### config.mk
export PLATFORM = sky130hd
export DESIGN_NAME = uart_tx_sched
export DESIGN_NICKNAME = d
export VERILOG_FILES = /design/src/rtl/uart_tx_pkg.sv /design/src/rtl/uart_tx_rr_arb.sv /design/src/rtl/uart_tx_sched.sv
export SDC_FILE = /design/constraint.sdc
export NUM_CORES = 1
export LEC_CHECK = 0
export ABC_AREA = 1
export BUFFER_PORTS_ARGS = -buffer_cell sky130_fd_sc_hd__buf_2
export CORE_MARGIN = 3
export CORE_UTILIZATION = 35
export CTS_BUF_LIST = sky130_fd_sc_hd__clkbuf_8 sky130_fd_sc_hd__clkbuf_16
export CTS_CLUSTER_SIZE = 40
export DETAILED_ROUTE_END_ITERATION = 10
export GPL_TIMING_DRIVEN = 0
export PLACE_DENSITY = 0.65
export REMOVE_ABC_BUFFERS = 1
export SYNTH_ARGS = -nofsm -noshare
export SYNTH_HDL_FRONTEND = slang
export SYNTH_SLANG_ARGS = --single-unit
### constraint.sdc
create_clock -name clk -period 2.7 [get_ports clk]
set_input_delay 0.27 -clock clk [delete_from_list [all_inputs] [get_ports clk]]
set_output_delay 0.27 -clock clk [all_outputs]
set_load 0.005 [all_outputs]
### src/rtl/uart_tx_pkg.sv
// Shared types and constants for the UART transmit scheduler.
package uart_tx_pkg;

   typedef enum logic [1:0] {
      IDLE,
      ISSUE,
      WAIT_START,
      WAIT_DONE
   } sched_state_e;

   localparam int UART_DATA_W = 8;

endpackage

### src/rtl/uart_tx_rr_arb.sv
// Combinational round-robin picker: searches upward from last_grant+1 with wrap-around.
module uart_tx_rr_arb #(
   parameter int N_REQ = 4
) (
   input  logic [N_REQ-1:0]         req,
   input  logic [$clog2(N_REQ)-1:0] last_grant,
   output logic [N_REQ-1:0]         gnt,
   output logic [$clog2(N_REQ)-1:0] gnt_idx,
   output logic                     any
);

   localparam int IDX_W = $clog2(N_REQ);

   logic [IDX_W-1:0] idx;

   always_comb begin
      gnt     = '0;
      gnt_idx = '0;
      any     = 1'b0;
      idx     = '0;
      // Candidate order: last_grant+1, last_grant+2, ..., last_grant (lowest priority).
      for (int i = 1; i <= N_REQ; i++) begin
         idx = IDX_W'((int'(last_grant) + i) % N_REQ);
         if (!any && req[idx]) begin
            any      = 1'b1;
            gnt_idx  = idx;
            gnt[idx] = 1'b1;
         end
      end
   end

endmodule

### src/rtl/uart_tx_sched.sv
// Round-robin scheduler sharing one UART transmitter among N_REQ byte producers,
// sequencing exactly one frame at a time against the transmitter's Busy flag.
module uart_tx_sched
   import uart_tx_pkg::*;
#(
   parameter int N_REQ        = 4,
   parameter int BUSY_TIMEOUT = 4
) (
   input  logic                         clk,
   input  logic                         reset,
   input  logic [N_REQ-1:0]             req_valid,
   output logic [N_REQ-1:0]             req_ready,
   input  logic [N_REQ*UART_DATA_W-1:0] req_data,
   input  logic [N_REQ-1:0]             req_par_en,
   input  logic [N_REQ-1:0]             req_par_typ,
   output logic [UART_DATA_W-1:0]       P_DATA,
   output logic                         PAR_EN,
   output logic                         PAR_TYP,
   output logic                         DATA_VALID,
   input  logic                         Busy,
   output logic [$clog2(N_REQ)-1:0]     grant_id,
   output logic                         tx_active,
   output logic                         timeout_err
);

   localparam int IDX_W = $clog2(N_REQ);
   localparam int CNT_W = $clog2(BUSY_TIMEOUT + 1);

   sched_state_e           state_q;
   logic [IDX_W-1:0]       last_grant_q;
   logic [IDX_W-1:0]       grant_id_q;
   logic [CNT_W-1:0]       cnt_q;
   logic [UART_DATA_W-1:0] p_data_q;
   logic                   par_en_q;
   logic                   par_typ_q;
   logic                   data_valid_q;
   logic                   tx_active_q;
   logic                   timeout_err_q;

   logic [UART_DATA_W-1:0] req_bytes [N_REQ];
   logic [N_REQ-1:0]       arb_gnt;
   logic [IDX_W-1:0]       arb_idx;
   logic                   arb_any;
   logic                   grant;

   for (genvar g = 0; g < N_REQ; g++) begin : g_bytes
      assign req_bytes[g] = req_data[g*UART_DATA_W +: UART_DATA_W];
   end

   uart_tx_rr_arb #(
      .N_REQ (N_REQ)
   ) u_arb (
      .req        (req_valid),
      .last_grant (last_grant_q),
      .gnt        (arb_gnt),
      .gnt_idx    (arb_idx),
      .any        (arb_any)
   );

   // A grant only happens in IDLE with the transmitter free; reset masks it too.
   assign grant     = (state_q == IDLE) && !Busy && arb_any && !reset;
   assign req_ready = grant ? arb_gnt : '0;

   always_ff @(posedge clk or posedge reset) begin
      if (reset) begin
         state_q       <= IDLE;
         last_grant_q  <= IDX_W'(N_REQ - 1);
         grant_id_q    <= '0;
         cnt_q         <= '0;
         p_data_q      <= '0;
         par_en_q      <= 1'b0;
         par_typ_q     <= 1'b0;
         data_valid_q  <= 1'b0;
         tx_active_q   <= 1'b0;
         timeout_err_q <= 1'b0;
      end else begin
         data_valid_q  <= 1'b0;
         timeout_err_q <= 1'b0;
         unique case (state_q)
            IDLE: begin
               if (grant) begin
                  p_data_q     <= req_bytes[arb_idx];
                  par_en_q     <= req_par_en[arb_idx];
                  par_typ_q    <= req_par_typ[arb_idx];
                  last_grant_q <= arb_idx;
                  grant_id_q   <= arb_idx;
                  data_valid_q <= 1'b1;
                  tx_active_q  <= 1'b1;
                  state_q      <= ISSUE;
               end
            end
            ISSUE: begin
               cnt_q   <= '0;
               state_q <= WAIT_START;
            end
            WAIT_START: begin
               // Busy wins over an expiring timeout in the same cycle.
               if (Busy) begin
                  state_q <= WAIT_DONE;
               end else if (cnt_q == CNT_W'(BUSY_TIMEOUT - 1)) begin
                  timeout_err_q <= 1'b1;
                  tx_active_q   <= 1'b0;
                  state_q       <= IDLE;
               end else begin
                  cnt_q <= cnt_q + CNT_W'(1);
               end
            end
            WAIT_DONE: begin
               if (!Busy) begin
                  tx_active_q <= 1'b0;
                  state_q     <= IDLE;
               end
            end
            default: begin
               tx_active_q <= 1'b0;
               state_q     <= IDLE;
            end
         endcase
      end
   end

   assign P_DATA      = p_data_q;
   assign PAR_EN      = par_en_q;
   assign PAR_TYP     = par_typ_q;
   assign DATA_VALID  = data_valid_q;
   assign grant_id    = grant_id_q;
   assign tx_active   = tx_active_q;
   assign timeout_err = timeout_err_q;

endmodule

# --- Word-level counts from Yosys, hierarchy flattened ---
# Cells that the tools add are included.
word_totals:
  register_bits: 22
  latch_bits: 0
  ramBits: 0
  romBits: 0
  inputBits: 47
  output_inout_bits: 19
  elab_cells: 115
  n_memories: 0
op_classes:
  add_sub_neg: 5
  multipliers: 0
  div: 0
  magnitude_cmp: 10
  n_eq_ne: 10
  shifts: 0
  muxes: 54
  bitwise: 4
  n_reduce_logical: 22
op_table:
  columns: ["cell", "count"]
  rows:
  - ["$mux W1", 23]
  - ["$mux W4", 5]
  - ["$bmux W8 S2", 1]
  - ["$mux W2", 8]
  - ["$mux W8", 2]
  - ["$lt A2 B3 Y1 const B", 5]
  - ["$bmux W1 S2", 6]
  - ["$or A4 B4 Y4", 3]
  - ["$logic_and A1 B1 Y1", 10]
  - ["$ne A2 B2 Y1 const B", 5]
  - ["$demux W1 S2", 4]
  - ["$ge A2 B1 Y1 const B", 4]
  - ["$pmux W2 S4", 1]
  - ["$mux W3", 2]
  - ["$pmux W3 S2", 1]
  - ["$reduce_and A3 Y1", 2]
  - ["$logic_not A1 Y1", 5]
  - ["$reduce_and A5 Y1", 1]
  - ["$add A2 B1 Y2 const B", 2]
  - ["$add A2 B2 Y2 const B", 2]
  - ["$eq A2 B2 Y1 const B", 2]
  - ["$add A3 B1 Y3 const B", 1]
  - ["$eq A3 B2 Y1 const B", 1]
  - ["$ge A3 B3 Y1 const B", 1]
  - ["8 further kinds", 8]

# --- Longest topological paths before layout ---
# Gate-level depths: netlist (run 1).
logic_depth:
  word_depth: 17
  depth_mapped: 16
  mapped_depth_nobuf: 14

# --- Cells and area by module ---
# Synthesis (run 1) repeated with hierarchy kept, for this count alone.
unflattened:
  hier_cells: 315
  hier_area_um2: 2020.7
modules_own_cells:
  columns: ["mod", "n_inst", "cells_per_inst", "area_each_um2", "seq_area_each_um2"]
  rows:
  - ["uart_tx_sched", 1, 234, 1485.2, 553.0]
  - ["uart_tx_rr_arb", 1, 81, 535.5, 0.0]

# --- Worst setup path after synthesis (run 1) ---
# No wires, ideal clock.
synth_path:
  kind: "register -> output"
  from: "register last_grant_q[0]"
  to: "output port req_ready[0]"
  t_arrival_ns: 2.123
  t_required_ns: 2.430
  slack_ns: 0.307
  path_stages_with_launch: 13
  path_buffers: 2
  cell_sequence: "dfstp_2 buf_6 inv_6 ha_1 nand3_1 nand2_4 nor2_8 nand3_4 nand2_2 inv_1 buf_2 nand2_1 inv_1"
synth_via:
  elab_chain_cells: 16
  word_cells_on_any_way: 52
  cone_classes: "4 x add/sub; 8 x order compare; 25 x mux; 3 x bitwise; 12 x reduce/logical"
synth_rtl:
  columns: ["element", "line", "rtl"]
  rows:
  - ["start: declaration", "uart_tx_sched.sv:30", "logic [IDX_W-1:0] last_grant_q;"]
  - ["start signal: assignment", "uart_tx_sched.sv:67", "last_grant_q <= IDX_W'(N_REQ - 1);"]
  - ["start signal: assignment", "uart_tx_sched.sv:85", "last_grant_q <= arb_idx;"]
  - ["parallel branches: the longest is 15 deep, another holds $lt A2 B3 Y1", null, null]
  - ["$mux W4 *", "uart_tx_sched.sv:62", "assign req_ready = grant ? arb_gnt : '0;"]
  - ["end: declaration", "uart_tx_sched.sv:12", "output logic [N_REQ-1:0] req_ready,"]
# Mark *: on every way between the ends. The select of a mux whose other input is x is not followed.

# --- Worst setup path after layout (run 1) ---
layout_path:
  from: "register last_grant_q[0]"
  to: "output port req_ready[3]"
# Same word-level chain as after synthesis.

==> results.cfg, run 1 <==
[pwr]
p_leak_uw = 0.00154
switching_power_uw = 1960
p_sw_share_pct = 55.5
irDropWorstVdd_mv = 0.523
p_per_area_nw_per_um2 = 1370
seq_power_share_pct = 16.2
total_power_uw = 3530
comb_power_share_pct = 77.0
p_int_uw = 1570
p_clk_share_pct = 6.8

[routing]
drc = 0
viasPerCell = 4.75
drtIter0Drc = 93
vias = 2126
first_pass_iters = 4
drtAntennaViolNets = 0
wl_per_cell_um = 11.7
wirelength_um = 5240

[sta]
tightestPinTransition_ns = 0.863
rsz0062_at_grt = false
setup_viol = 0
fin_crit_sh_pct = 94.7
drv_slew = 0
fin_crit_ns = 2.56
fin_skew_ns = 0.00147
maxSlewHeadroom_pct = 42.4
hold_violations = 0
fmax_ghz = 0.391
hold_ws_ns = 0.187

[yosys]
synthTopCellsByCount = 87 x nand2_1, 63 x inv_1, 33 x nand3_1, 20 x dfrtp_1, 19 x nand4_1
synth-warning-count = 0
ys_seq_area_share_pct = 27.1
synth_cell_type_count = 33
synth_ff_type = dfrtp_1
synth-edff-count = 0
synth.largest_area_cell = dfrtp_1
synth_area_per_cell_sq_um = 6.64
syn_area_sq_um = 2040
synth_async_sr_flop_share_pct = 100
synth_top_area_share_pct = 24.5
yosysMostFrequentCell = nand2_1
synth_area_leaders = dfrtp_1 24%, nand2_1 16%, inv_1 12%
synth_cells = 308
synth-seq-cells = 22

[global_route]
grt_pass1_vias = 1913
grt_pass1_wl_um = 8370
overflow = 0
grt_max_degree = 23
antenna_found_initial = 0
grt_use_total_pct = 15.5

[die]
die-height_um = 82.4
core-area_sq_um = 5570
dieArea_sq_um = 6790
core.rowCount = 27
start_util_pct = 36.7
fp.dieW_um = 82.4
io_pins = 66

[job]
cap_violations = 0

[clock_tree]
clock-sinks = 22
clk_pin_slew_ns = 0.08
insertion_delay_ns = 0.26
root_buffer = clkbuf_8
cts_tree = done
numCtsBuffers = 3
cts_buffer_depth = 2
cts.htree.levels = 1

[worst_setup_path]
crit_path_start_kind = flop
crit_fanout = 11
path_class = flop to output port
r2r-start = last_grant_q[0]
critPathCaptureType = output port
crit_arrival_ns = 2.29
crit_required_ns = 2.43
cp-startpoint = last_grant_q[0]

[placed_design]
numPortBuffers = 65
place_inst = 437
gp_congestion = 0.831
dp_hpwl_um = 3810

[final_layout]
area_delta_synth_final_pct = 25.5
antenna_cells = 0
num-nets-final = 439
drive_above_1_share_pct = 28.2
stdcell_count = 448

[status]
status = finished clean

[hold_path]
min_path_type = primary input to async pin
stage by stage:
stage / TNS (ns) / cell area, sq um / setup slack [ns] / util, %
final: 0 / 2570 / 0.143 / 46.0
after global routing: 0 / 2570 / 0.0152 / 46.0
after CTS: 0 / 2540 / 0.0444 / 45.5
after detailed placement: -4.02 / 2400 / -0.456 / 43.1
after global placement: -4.03 / 2400 / -0.471 / 43.1
after floorplan: 0 / 1990 / 0.162 / -
cells in the final DEF, fill, tap and decap left out, drive strengths merged, types with 2 or more instances in the layout:
master,instances
nand3,37
a21oi,6
o22ai,2
nor3,2
nor2,11
buf,71
nand2,98
ha,15
dfstp,2
clkbuf,4
clkinvlp,2
a22oi,2
dfrtp,20
o21ai,12
or2,4
nand4,19
inv,64
critical path, stage by stage (launching register included):
cell	delay, ns
dfstp_2	0.60
inv_6	0.09
ha_4	0.31
inv_2	0.05
nand2_2	0.08
nand2_4	0.09
nor2_8	0.18
nand3_4	0.13
nand2_8	0.08
clkinvlp_4	0.12
o21ai_0	0.11
inv_1	0.06
buf_2	0.12
logic make-up (layout without fill, tap and decap cells):
group	count (synthesis)	count (layout)	share of synthesized area, %
AND/OR/NAND/NOR	170	171	40.3
AO/OA/AOI/OAI	27	27	8.38
adder cells (fa/ha/maj)	15	15	9.18
buffers and inverters	74	141	15.1
flip-flops	22	22	27.1
registers in the layout (all words and copies together) (netlist names):
| register | flops |
|---|---|
| cnt_q | 3 |
| timeout_err | 1 |
| last_grant_q | 2 |
| PAR_TYP | 1 |
| PAR_EN | 1 |
| grant_id | 2 |
| DATA_VALID | 1 |
| tx_active | 1 |
| state_q | 2 |
| P_DATA | 8 |
per-layer routing:
layer | vias up | share of wire (%) | global-route usage, %
li1 | 1117 | - | -
met1 | 937 | 46 | 20.4
met2 | 68 | 46 | 26.5
met3 | 4 | 7.1 | 2.17
met4 | 0 | 0.78 | 3.99
met5 | - | 0 | 0
power by group through the flow:
stage | sequential (uW) | clock [uW] | combinational [uW]
finish | 571 | 240 | 2720
global route | 587 | 259 | 3090
CTS | 573 | 246 | 2660
detailed placement | 606 | 0 | 2470
global placement | 603 | 0 | 2440
floorplan | 592 | 0 | 1880
path summary, 6_finish.rpt:
path,end,slack [ns],cells after the start
setup / recovery,req_ready[3],0.14,12
hold / removal,timeout_err,0.19,2
setup reg to reg,P_DATA[4],0.16,11
hold reg to reg,P_DATA[3],0.49,2
max in group asynchronous,cnt_q[1],1.98,2
min in group clk,P_DATA[7],0.31,4
final cells by class:
class                           count  area (sq um)
Tap cell                           72          90.1
Fill cell                         625          3010
Multi-Input combinational cell    213          1240
Clock buffer                        4          55.1
Sequential cell                    22           553
Timing Repair Buffer               71           370
Inverter                           66           260
what timing repair did:
| action | CTS | global route |
|---|---|---|
| setup buffers | 6 | 0 |
| setup endpoints to repair | 20 | 14 |
| gates resized for setup | 5 | 5 |
| hold buffers | 0 | 0 |
| pin swaps | 1 | 0 |
| cloned | 1 | 0 |
Power figures use the tool's default switching activity.
==> run 2, diff against run 1 <==
==> constraint.sdc (replaced) <==
create_clock -name clk -period 3.2 [get_ports clk]
set_input_delay 0.32 -clock clk [delete_from_list [all_inputs] [get_ports clk]]
set_output_delay 0.32 -clock clk [all_outputs]
set_load 0.005 [all_outputs]
==> results.cfg, run 2 (synthesis gave the netlist of run 1 again) <==
[status]
status = finished clean

[pwr]
p_per_area_nw_per_um2 = 1130
irDropWorstVdd_mv = 0.410
p_leak_uw = 0.00151
total_power_uw = 2820

[die]
io_pins = 66
start_util_pct = 36.7
core.rowCount = 27
core-area_sq_um = 5570
die-height_um = 82.4
fp.dieW_um = 82.4
dieArea_sq_um = 6790

[final_layout]
num-nets-final = 435
fillers = 639
multi_input_area_sq_um = 1200
seq_area_sq_um = 553
utilization_pct = 44.8
fin_area_sq_um = 2500
largest_reg_flops = 8
final_cell_mix = 87 x nand2_1, 65 x buf_2, 62 x inv_1
drive_above_1_share_pct = 26.9
area_delta_synth_final_pct = 22.3
antenna_cells = 0
stdcell_count = 444
layout_commonest_cell = nand2_1

[routing]
drtIter0Drc = 106
drtAntennaViolNets = 0
viasPerCell = 4.75
vias = 2108
wl_per_cell_um = 11.4
drc = 0
first_pass_iters = 4
wirelength_um = 5070

[worst_setup_path]
rr_worst_depth = 11
crit_cells = 12
crit_fanout = 16
critPathCaptureType = output port
critPathTopFamily = simple AND/OR/NAND/NOR gates
crit_arrival_ns = 2.64
cp-endpoint = req_ready[3]
path_common_cell = inv_1
r2r-start = last_grant_q[1]
crit_path_start_kind = flop
slowest_stage = dfstp_2
path_class = flop to output port
regToRegSetupSlack_ns = 0.31
slowest_delay_ns = 0.62
crit_buf_inv = 5
cp-startpoint = last_grant_q[1]
crit_required_ns = 2.88
path_cells = inv_1 -> ha_1 -> inv_2 -> nand2_2 -> nand2_4 -> nor2_8 -> nand3_4 -> nand2_8 -> clkinvlp_4 -> o21ai_0 -> inv_1 -> buf_2
r2r-end = P_DATA[4]

[sta]
drv_slew = 0
tightestPinTransition_ns = 0.864
hold_violations = 0
maxSlewHeadroom_pct = 42.3
fmax_ghz = 0.338
fin_crit_ns = 2.96
setup_viol = 0
rsz0062_at_grt = false
fin_crit_sh_pct = 92.4
fin_skew_ns = 0.00164

[clock_tree]
cts.htree.levels = 1
clk_pin_slew_ns = 0.08
insertion_delay_ns = 0.27
root_buffer = clkbuf_8
cts_buffer_depth = 2
clock-sinks = 22
cts_tree = done
numCtsBuffers = 3

[global_route]
grtUsageMet3_pct = 2.17
met2_usage_pct = 25.9
antenna_found_initial = 0
grt_pass1_vias = 1877
overflow = 0
gr-usage-met1_pct = 19.3
grt_max_degree = 25
top_usage_layer = met2
grt_use_total_pct = 14.9
grt_pass1_wl_um = 8040

[job]
cap_violations = 0

[placed_design]
numPortBuffers = 65
gp_congestion = 0.831
dp_hpwl_um = 3810
placed_area_sq_um = 2400
place_inst = 437

[hold_path]
min_path_type = primary input to async pin
==> run 2: cell count changes in the layout (fill, tap and decap cells not counted), sizes merged <==
cell      change
clkinvlp      -1
buf           -3
inv           +1
nand3         -1
==> run 2: final cells by class <==
cell class                      count  share of cell area [%]
Clock buffer                        4                    2.20
Inverter                           66                    10.3
Multi-Input combinational cell    212                    47.9
Sequential cell                    22                    22.1
Tap cell                           72                    3.60
Timing Repair Buffer               68                    13.9
==> run 2: timing repair <==
action,in CTS,in global routing
setup buffers,3,0
setup endpoints to repair,4,0
hold buffers,0,0
resized for setup,3,0
hold endpoints to repair,0,0
==> run 2: worst min path at each step <==
stage | start | endpoint | cells past startpoint
2_1_floorplan | reset | DATA_VALID | 1
3_3_place_gp | P_DATA[1] | P_DATA[1] | 2
3_5_place_dp | P_DATA[3] | P_DATA[3] | 2
4_1_cts | reset | grant_id[0] | 2
5_1_grt | reset | P_DATA[1] | 2
6_report | reset | timeout_err | 2
==> run 2: metrics by stage <==
step                setup TNS [ns]  setup WS [ns]  hold WS (ns)
floorplan                        0          0.612         0.308
global placement           -0.0520        -0.0213         0.457
detailed placement        -0.00557       -0.00557         0.464
CTS                              0          0.223         0.263
global route                     0         0.0382         0.314
finish                           0          0.242         0.232
==> run 2: power breakdown <==
group | internal [uW] | total [uW] | switching (uW) | leakage, uW
Clock | 110 | 205 | 95.2 | 0.0000288
Combinational | 744 | 2120 | 1380 | 0.00121
Sequential | 405 | 489 | 84.3 | 0.000277
==> run 2: metal layers <==
layer | wire [um] | share of wire, %
met5 | 0 | 0
met4 | 61 | 1.2
met3 | 356 | 7.0
met2 | 2370 | 47
met1 | 2280 | 45
==> run 2: worst register-to-register path, delay by kind of cell (launching register included) <==
kind / cells / cell delay, ns
DFF: 1 / 0.62
and+or+nand+nor: 8 / 1.31
buffers and inverters: 2 / 0.42
adders and majority gates: 1 / 0.43
==> run 3, diff against run 2 <==
--- a/config.mk
+++ b/config.mk
@@ -7,7 +7,7 @@
 export LEC_CHECK = 0
 export ABC_AREA = 1
 export BUFFER_PORTS_ARGS = -buffer_cell sky130_fd_sc_hd__buf_2
-export CORE_MARGIN = 3
+export CORE_MARGIN = 2
 export CORE_UTILIZATION = 35
 export CTS_BUF_LIST = sky130_fd_sc_hd__clkbuf_8 sky130_fd_sc_hd__clkbuf_16
 export CTS_CLUSTER_SIZE = 40
==> results.cfg, run 3 (synthesis gave the netlist of run 1 again) <==
[final_layout]
drive_above_1_share_pct = 28.8
final_cell_mix = 87 x nand2_1, 65 x buf_2, 61 x inv_1
num-nets-final = 442
largest_reg_flops = 8
layout_commonest_cell = nand2_1
area_delta_synth_final_pct = 25.2
antenna_cells = 0

[routing]
wirelength_um = 4870
drtAntennaViolNets = 0
drtIter0Drc = 127
vias = 2104
wl_per_cell_um = 10.8
viasPerCell = 4.67
drc = 0
first_pass_iters = 4

[clock_tree]
numCtsBuffers = 3
cts_buffer_depth = 2
root_buffer = clkbuf_8
cts_tree = done
clk_pin_slew_ns = 0.09
cts.htree.levels = 1
hold_buffers = 0
clock-sinks = 22
insertion_delay_ns = 0.27

[pwr]
p_per_area_nw_per_um2 = 1120
total_power_uw = 2870
p_leak_uw = 0.00154
irDropWorstVdd_mv = 0.500

[sta]
fmax_ghz = 0.339
rsz0062_at_grt = false
fin_crit_sh_pct = 92.1
hold_violations = 0
setup_viol = 0
fin_ws_ns = 0.252
drv_slew = 0
fin_skew_ns = 0.00564
fin_crit_ns = 2.95
tightestPinTransition_ns = 0.847
maxSlewHeadroom_pct = 43.5

[worst_setup_path]
r2r-start = last_grant_q[0]
critPathCaptureType = output port
path_class = flop to output port
regToRegSetupSlack_ns = 0.36
r2r-end = P_DATA[7]
crit_fanout = 16
crit_required_ns = 2.88
rr_worst_depth = 12
cp-startpoint = last_grant_q[0]
crit_arrival_ns = 2.63
crit_path_start_kind = flop

[die]
io_pins = 66
fp.dieW_um = 80.4
start_util_pct = 36.7
core-area_sq_um = 5570
dieArea_sq_um = 6470
core.rowCount = 27
die-height_um = 80.4

[placed_design]
numPortBuffers = 65
dp_hpwl_um = 3590
placement.setup.worst_slack_ns = -0.00557
gp_congestion = 0.812

[global_route]
grt_pass1_vias = 1815
grt_pass1_wl_um = 8010
overflow = 0
met2_usage_pct = 27.0
top_usage_layer = met2
antenna_found_initial = 0
grt_use_total_pct = 15.4
grt_max_degree = 25
gr-usage-met1_pct = 20.0
grtUsageMet3_pct = 2.13

[status]
status = finished clean

[job]
cap_violations = 0

[hold_path]
min_path_type = primary input to async pin
## run 3: cell types whose count changed in the layout (fill, tap and decap cells not counted), sizes merged
| cell | previous run | this run |
|---|---|---|
| inv | 65 | 64 |
| buf | 68 | 75 |
| clkinvlp | 1 | 2 |
## run 3: layout make-up
cell class	instances	area, sq um
well taps	72	90.1
fillers	587	3020
clock buffers	4	55.1
flip-flops and latches	22	553
multi-input cells	212	1200
inverters	66	260
repair buffers	75	400
## run 3: how the worst max path moves through the flow
stage,end,slack [ns],cells past startpoint
finish,req_ready[3],0.25,12
global route,req_ready[3],0.04,12
CTS,req_ready[3],0.001,12
detailed placement,req_ready[3],-0.006,11
global placement,req_ready[2],-0.007,11
floorplan,req_ready[1],0.61,10
## run 3: worst max-delay path, stage by stage, from the launching register on
cell and delay (ns):
dfstp_2 0.70, inv_6 0.10, ha_2 0.39, inv_2 0.06, nand2_2 0.09, nand2_4 0.09
nor2_8 0.18, nand3_4 0.14, nand2_8 0.15, clkinvlp_4 0.15, o21ai_0 0.12, inv_1 0.06
buf_2 0.12
## run 3: per-layer routing
metal / share of wire, % / wire [um]
met5: 0 / 0
met4: 0.68 / 33
met3: 6.3 / 305
met2: 47 / 2290
met1: 46 / 2240
## run 3: timing repair
item	in CTS	in global routing
pin swaps	0	1
setup buffers	1	9
gates resized for setup	3	2
setup endpoints to repair	4	4
cloned	0	0
## run 3: per-stage QoR
stage	cells	area [sq um]	utilization (%)	TNS, ns	hold slack, ns
6_report	451	2560	45.9	0	0.223
5_1_grt	451	2560	45.9	0	0.298
4_1_cts	442	2480	44.6	0	0.258
3_5_place_dp	437	2400	43.1	-0.00557	0.460
3_3_place_gp	437	2400	43.1	-0.0107	0.458
2_1_floorplan	300	1990	-	0	0.308
## run 3: report_power, final
part           internal (uW)  leakage, uW  switching, uW
Clock                    110    0.0000288           94.9
Combinational            799      0.00123           1370
Sequential               405     0.000277           93.4
